**src/rtl/router_port_arbiter.sv**
```systemverilog
// Purpose: wormhole round-robin arbiter merging N AXI-Stream inputs onto one output, locked per packet.
// Latency: one registered arbitration cycle in IDLE, then the owner's beats pass through combinationally.
// Backpressure: out_tready is routed straight to the owner's in_tready; the lock holds until TLAST is accepted.
module router_port_arbiter #(
    parameter int N_INPUTS   = 5,
    parameter int DATA_WIDTH = 32,
    parameter int ID_WIDTH   = 3
) (
    input  logic                           clk,
    input  logic                           rst_n,
    input  logic [N_INPUTS-1:0]            in_tvalid,
    output logic [N_INPUTS-1:0]            in_tready,
    input  logic [N_INPUTS*DATA_WIDTH-1:0] in_tdata,
    input  logic [N_INPUTS*ID_WIDTH-1:0]   in_tid,
    input  logic [N_INPUTS-1:0]            in_tlast,
    output logic                           out_tvalid,
    input  logic                           out_tready,
    output logic [DATA_WIDTH-1:0]          out_tdata,
    output logic [ID_WIDTH-1:0]            out_tid,
    output logic                           out_tlast,
    output logic [N_INPUTS-1:0]            grant,
    output logic [15:0]                    pkt_count
);

    localparam int PTR_W = (N_INPUTS > 1) ? $clog2(N_INPUTS) : 1;
    localparam int SUM_W = PTR_W + 1;

    localparam logic [0:0] IDLE   = 1'b0;
    localparam logic [0:0] LOCKED = 1'b1;

    logic [0:0]          state_q;
    logic [N_INPUTS-1:0] grant_q;
    logic [PTR_W-1:0]    owner_q;
    logic [PTR_W-1:0]    rr_ptr_q;
    logic [15:0]         pkt_cnt_q;

    logic [PTR_W-1:0]    sel_idx;
    logic [N_INPUTS-1:0] sel_onehot;
    logic                sel_found;
    logic [SUM_W-1:0]    scan_sum;
    logic [PTR_W-1:0]    scan_idx;
    logic                pkt_done;
    logic [PTR_W-1:0]    next_ptr;

    // First requester at or after rr_ptr, wrapping modulo N_INPUTS.
    always_comb begin
        sel_idx    = rr_ptr_q;
        sel_onehot = '0;
        sel_found  = 1'b0;
        scan_sum   = '0;
        scan_idx   = '0;
        for (int i = 0; i < N_INPUTS; i++) begin
            scan_sum = {1'b0, rr_ptr_q} + SUM_W'(i);
            if (scan_sum >= SUM_W'(N_INPUTS)) begin
                scan_sum = scan_sum - SUM_W'(N_INPUTS);
            end
            scan_idx = scan_sum[PTR_W-1:0];
            if (!sel_found && in_tvalid[scan_idx]) begin
                sel_found            = 1'b1;
                sel_idx              = scan_idx;
                sel_onehot[scan_idx] = 1'b1;
            end
        end
    end

    always_comb begin
        out_tvalid = 1'b0;
        out_tdata  = '0;
        out_tid    = '0;
        out_tlast  = 1'b0;
        if (state_q == LOCKED) begin
            for (int k = 0; k < N_INPUTS; k++) begin
                if (grant_q[k]) begin
                    out_tvalid = in_tvalid[k];
                    out_tdata  = in_tdata[k*DATA_WIDTH +: DATA_WIDTH];
                    out_tid    = in_tid[k*ID_WIDTH +: ID_WIDTH];
                    out_tlast  = in_tlast[k];
                end
            end
        end
    end

    assign in_tready = ((state_q == LOCKED) && out_tready) ? grant_q : '0;
    assign pkt_done  = (state_q == LOCKED) && out_tvalid && out_tready && out_tlast;
    assign next_ptr  = (owner_q == PTR_W'(N_INPUTS - 1)) ? '0 : owner_q + PTR_W'(1);
    assign grant     = grant_q;
    assign pkt_count = pkt_cnt_q;

    always_ff @(posedge clk or negedge rst_n) begin
        if (!rst_n) begin
            state_q   <= IDLE;
            grant_q   <= '0;
            owner_q   <= '0;
            rr_ptr_q  <= '0;
            pkt_cnt_q <= '0;
        end else begin
            case (state_q)
                IDLE: begin
                    if (sel_found) begin
                        state_q <= LOCKED;
                        grant_q <= sel_onehot;
                        owner_q <= sel_idx;
                    end
                end
                LOCKED: begin
                    // Lock survives owner bubbles; only an accepted TLAST releases it.
                    if (pkt_done) begin
                        state_q   <= IDLE;
                        grant_q   <= '0;
                        rr_ptr_q  <= next_ptr;
                        pkt_cnt_q <= pkt_cnt_q + 16'd1;
                    end
                end
                default: begin
                    state_q <= IDLE;
                    grant_q <= '0;
                end
            endcase
        end
    end

endmodule

```
**config.mk**
```make
export PLATFORM = sky130hd
export DESIGN_NAME = router_port_arbiter
export DESIGN_NICKNAME = d
export VERILOG_FILES = /design/src/rtl/router_port_arbiter.sv
export SDC_FILE = /design/constraint.sdc
export NUM_CORES = 1
export LEC_CHECK = 0
export CORE_ASPECT_RATIO = 0.6
export CORE_UTILIZATION = 42
export CTS_CLUSTER_SIZE = 20
export DETAILED_ROUTE_END_ITERATION = 8
export GPL_TIMING_DRIVEN = 0
export PLACE_DENSITY_LB_ADDON = 0.2
export SYNTH_ARGS = -nofsm -noshare
export SYNTH_HDL_FRONTEND = slang
export SYNTH_SLANG_ARGS = --single-unit
export TNS_END_PERCENT = 30
```
**constraint.sdc**
```tcl
create_clock -name clk -period 10.7 [get_ports clk]
set_input_delay 1.07 -clock clk [delete_from_list [all_inputs] [get_ports clk]]
set_output_delay 1.07 -clock clk [all_outputs]
set_load 0.05 [all_outputs]
```
Yosys cells after proc, flatten, opt, wreduce, memory -nomap -nowiden
Index checks and enable logic that the tools add are counted.

cells by class
  $add $sub $neg = 11
  $lt $le $gt $ge = 15
  eq/ne operators = 3
  multiplexer cells = 72
  bitwise logic cells = 5
  reductions and logical operators = 20

operators with widths
  operator                 number
  $mux W32                 6
  $mux W3                  17
  $mux W5                  8
  $mux W1                  29
  $lt A3 B4 Y1 const B     5
  $or A5 B5 Y5             4
  $add A16 B1 Y16 const B  1
  $ge A4 B3 Y1 const B     4
  $bmux W1 S3              5
  $demux W1 S3             5
  $ge A3 B1 Y1 const B     5
  $sub A3 B3 Y3 const B    5
  $logic_and A1 B1 Y1      13
  $pmux W5 S2              1
  $add A3 B2 Y4 const B    2
  $reduce_and A2 Y1        3
  $add A3 B1 Y4 const B    1
  $add A3 B3 Y4 const B    1
  $logic_not A1 Y1         4
  $add A3 B1 Y3 const B    1
  $eq A3 B3 Y1 const B     1
  $ge A3 B3 Y1 const B     1
  $ne A2 B1 Y1 const B     1
  $ne A2 B2 Y1 const B     1
  other kinds (2)          2

word-level totals
  flip-flop bits (word level) = 28
  output and inout port bits = 63
  logic and storage cells = 131

Longest topological paths before layout
  depth after elaboration = 19
  mapped depth = 16
  gate-level depth less buffers = 12

Worst setup path after synthesis
Ideal clock, no wire load.

  path kind = in2reg
  start = input port in_tvalid[1]
  end = register pkt_cnt_q[15] (netlist: pkt_count[15])
  setup time = 82 ps
  arrival = 4,295 ps
  data required time = 10,618 ps
  setup slack = 6,323 ps
  stages on the path = 9
  path buffers = 2
  cell sequence = clkbuf_1 > a211oi_1 > a211o_1 > a221oi_1 > nand4_1 > or3_1 > clkbuf_1 > nor3_1 > xor2_1

between the ends
  longest elaborated chain between the ends = 9

RTL lines
  item                               RTL line  source
  start: declaration                 11        input logic [N_INPUTS-1:0] in_tvalid,
  $mux W1 (4 in series)              73        if (grant_q[k]) begin
  $mux W1                            71        if (state_q == LOCKED) begin
  net out_tvalid                     16        output logic out_tvalid,
  $logic_and A1 B1 Y1 (3 in series)  84        assign pkt_done = (state_q == LOCKED) && out_tvalid && out_tready && out_tlast;
  $reduce_and A2 Y1 (no line)        -
  end signal: assignment             111       pkt_cnt_q <= pkt_cnt_q + 16'd1;
  end: declaration                   35        logic [15:0] pkt_cnt_q;

The timed path passes the listed nets, and every way through them passes these cells.
A chain may end at the register's enable or synchronous reset.

Worst setup path after layout
  start = input port in_tvalid[0]
  end = output port out_tvalid

between the ends
  longest elaborated chain between the ends = 6

RTL lines
  item                   RTL line
  $mux W1 (5 in series)  73
  $mux W1                71
  end: declaration       16

Every way passes these cells.

==> metrics.txt <==
CP max stage delay a little over 900 ps; Clock Pin Slew Worst Setup and Hold Paths roughly 70 ps; Synth top area share around 16%; Total GRT Usage between 30% and 40%; Tightest Hold Check Type flop to flop; Synth Instances ~620; Seq cells post-synth 28; H-tree Lvls 1; IO Pins roughly 250; CP max FO 8; Slew @ Worst Pin just under 900 ps; CP Launch Type input port; hold_buf cts 0; combinational share of power a little under 90%; Seq pwr share approximately 7.5%; ordered cell list for the critical path clkdlybuf4s50_1, and3b_1, a211oi_1, a211o_1, a221oi_1, clkdlybuf4s50_1; post-layout utilization of the core approximately 70%; total power draw around 2.5 mW; switch share roughly 61%; Pint about 960 µW; worst hold path startpoint pkt_count[15]$_DFFE_PN0P_; Final Hold Fails 0; final setup vio count 0; Multi-input gate area approximately 3300 µm²; Synth Area per Inst between 6 and 7 µm²; reg-to-reg critical path startpoint rr_ptr_q[0]$_DFFE_PN0P_; total iterations of the first detailed-routing run 5; Reg area 701 µm²; Yosys top cell by area dfrtp_1; nets 1068; Routed Antenna Nets 0; CTS Buffer Depth 2; total clock sinks 28; Synth-to-Final Area Change 63.5%; first-pass GRT wire length 29400 µm; YS warnings 0; Worst R2R Path Depth 16; CTS buffer count 3; max-capacitance violation count 0; TritonCTS clock tree built; drt total wl 19500 µm; DRC 0; R2R Path End grant[1]$_DFFE_PN0P_; setup ws final around 5900 ps; CP max stage cell clkdlybuf4s50_1; DR vias around 5900; Static Leak between 2 and 3 nW; antenna diode count 0; Crit. End Element primary output; Min Clock Period, post-route 4820 ps; Cells on Worst Hold Path 1; Post-synth EDFFs 0; setup TNS 0 ps; run status completed; Die Footprint 10600 µm²; worst min-delay path endpoint pkt_count[15]$_DFFE_PN0P_; initial antenna violation count 0; sequential cell area fraction in the yosys report between 10% and 20%; DRT iter0 DRCs between 500 and 600; count of pins over their slew limit 0; die height around 80 µm; DR WL/cell ~20 µm; Starting Density a little over two fifths; RSZ-0062 raised after global routing no; Req. time, crit path 9630 ps; post-synthesis cell area 4290 µm²; # resized after CTS 0; Fillers 799; maximum vdd drop 0.000243 V; Synthesized Nets between 800 and 900; Rel. slew slack ~41%; clock power share 3.4%; core footprint 9880 µm²; Crit Path Category input port to primary output; share of cells above drive strength 1 between 4 and 5%; Setup Slack @ Placement 5940 ps; dominant cells by area after synthesis dfrtp_1, mux2i_1, nor2_1; Die X about 130 µm; WP data arrival 3750 ps; GPL Wtd Cong roughly 0.99; fmax 208 MHz; DR vias/cell between 5 and 6; row cnt 28; period utilization between 40% and 50%; Setup Skew ~2.8 ps; setup bufs post-CTS 0; asr flop ratio synth 100%; hpwl dp between 15000 and 20000 µm; Clock Root Buffer clkbuf_16; vias in the first global route roughly 5400; PortBufs approximately 250; dominant synthesized flop cell dfrtp_1; largest net degree at the start of global routing 29; grt total ovfl 0; FF-to-FF setup slack approximately 6600 ps; Worst path most repeated cell clkdlybuf4s50_1; PwrDens between 300 and 400 nW/µm²; Sw Pwr around 1.5 mW; worst-skew pair later-pin latency roughly 260 ps; Hold WS roughly 500 ps; Netlist cell types between 70 and 80
-- Yosys cell counts, types with 11 or more instances --
cell,n
clkbuf_1,33
nor2_1,92
mux2i_1,41
ha_1,11
a22oi_1,35
dfrtp_1,28
nand2_1,65
nor3_1,11
o21ai_0,49
inv_1,15
a21oi_1,50
-- layout make-up --
cell class / instances / share of cell area, %
well taps: 135 / 2.41
clock buffers: 3 / 1.07
plain buffers: 51 / 3.11
flip-flops and latches: 28 / 10.0
repair buffers: 248 / 35.3
multi-input cells: 517 / 47.1
inverters: 19 / 1.02
-- worst max-delay path: cells and delay by family --
family | cells | cell delay, ps
buf+inv | 2 | 1670
compound gates | 3 | 780
simple gates | 1 | 220
-- metal layers --
metal	wire [µm]	global-route usage (%)	share of wire, %	vias up
li1	-	-	-	2748
met1	8450	49.6	43	2763
met2	8390	53.3	43	347
met3	2310	9.85	12	34
met4	378	6.55	1.9	0
met5	0	0	0	-
-- how the worst max path moves through the flow --
stage,start,end,slack (ps),cells after the start
after floorplan,in_tvalid[1],pkt_count[15]$_DFFE_PN0P_,6320,9
after global placement,in_tvalid[0],out_tvalid,5850,6
after detailed placement,in_tvalid[0],out_tvalid,5940,6
after CTS,in_tvalid[0],out_tvalid,5930,6
after global routing,in_tvalid[0],out_tvalid,5820,6
final,in_tvalid[0],out_tvalid,5880,6
-- power groups by stage --
stage	sequential, mW	clock [mW]	combinational, mW
2_1_floorplan	0.230	0	1.46
6_report	0.186	0.0847	2.21
5_1_grt	0.191	0.0890	2.36
3_5_place_dp	0.185	0	2.15
4_1_cts	0.183	0.0850	2.16
3_3_place_gp	0.181	0	2.13
-- per-stage QoR --
step | area, µm² | std cells
after global routing | 7010 | 1001
after CTS | 7010 | 1001
after detailed placement | 6940 | 998
final | 7010 | 1001
after global placement | 6940 | 998
after floorplan | 4290 | 615
-- cells by family after synthesis --
| logic type | after synthesis | synth area share (%) |
|---|---|---|
| AO/OA/AOI/OAI | 210 | 33.1 |
| XOR/XNOR | 17 | 3.47 |
| adder cells (fa/ha/maj) | 12 | 3.68 |
| buffers and inverters | 70 | 6.74 |
| flip-flops | 28 | 16.3 |
| multiplexers | 46 | 10.9 |
| AND/OR/NAND/NOR | 232 | 25.7 |
-- state kept, by name, indices dropped and copies added, names as in the netlist --
| register | cells |
|---|---|
| owner_q | 3 |
| state_q | 1 |
| grant | 5 |
| pkt_count | 16 |
| rr_ptr_q | 3 |
-- placed cells by master (no fill, tap or decap), types with 4 or more instances in the layout --
master | netlist | layout
a31oi_1 | 4 | 4
nor3b_1 | 4 | 4
and3_1 | 8 | 8
a211oi_1 | 4 | 4
a21oi_1 | 50 | 50
buf_1 | 9 | 9
mux2_2 | 5 | 5
nand2_1 | 65 | 65
buf_2 | 6 | 7
nand3_1 | 10 | 10
inv_1 | 15 | 15
dfrtp_1 | 28 | 28
a221oi_1 | 6 | 6
clkdlybuf4s50_1 | 0 | 247
nor2b_1 | 5 | 5
a22oi_1 | 35 | 35
xor2_1 | 7 | 7
nor3_1 | 11 | 11
o211ai_1 | 4 | 4
nand2b_1 | 7 | 7
or3_1 | 5 | 5
a21o_1 | 7 | 7
o21ai_0 | 49 | 49
o21ai_1 | 5 | 5
a32oi_1 | 4 | 4
nor2_1 | 92 | 92
ha_1 | 11 | 11
xnor2_1 | 10 | 10
mux2i_1 | 41 | 41
clkbuf_1 | 33 | 33
No activity file was read; power rests on OpenSTA's default activity.
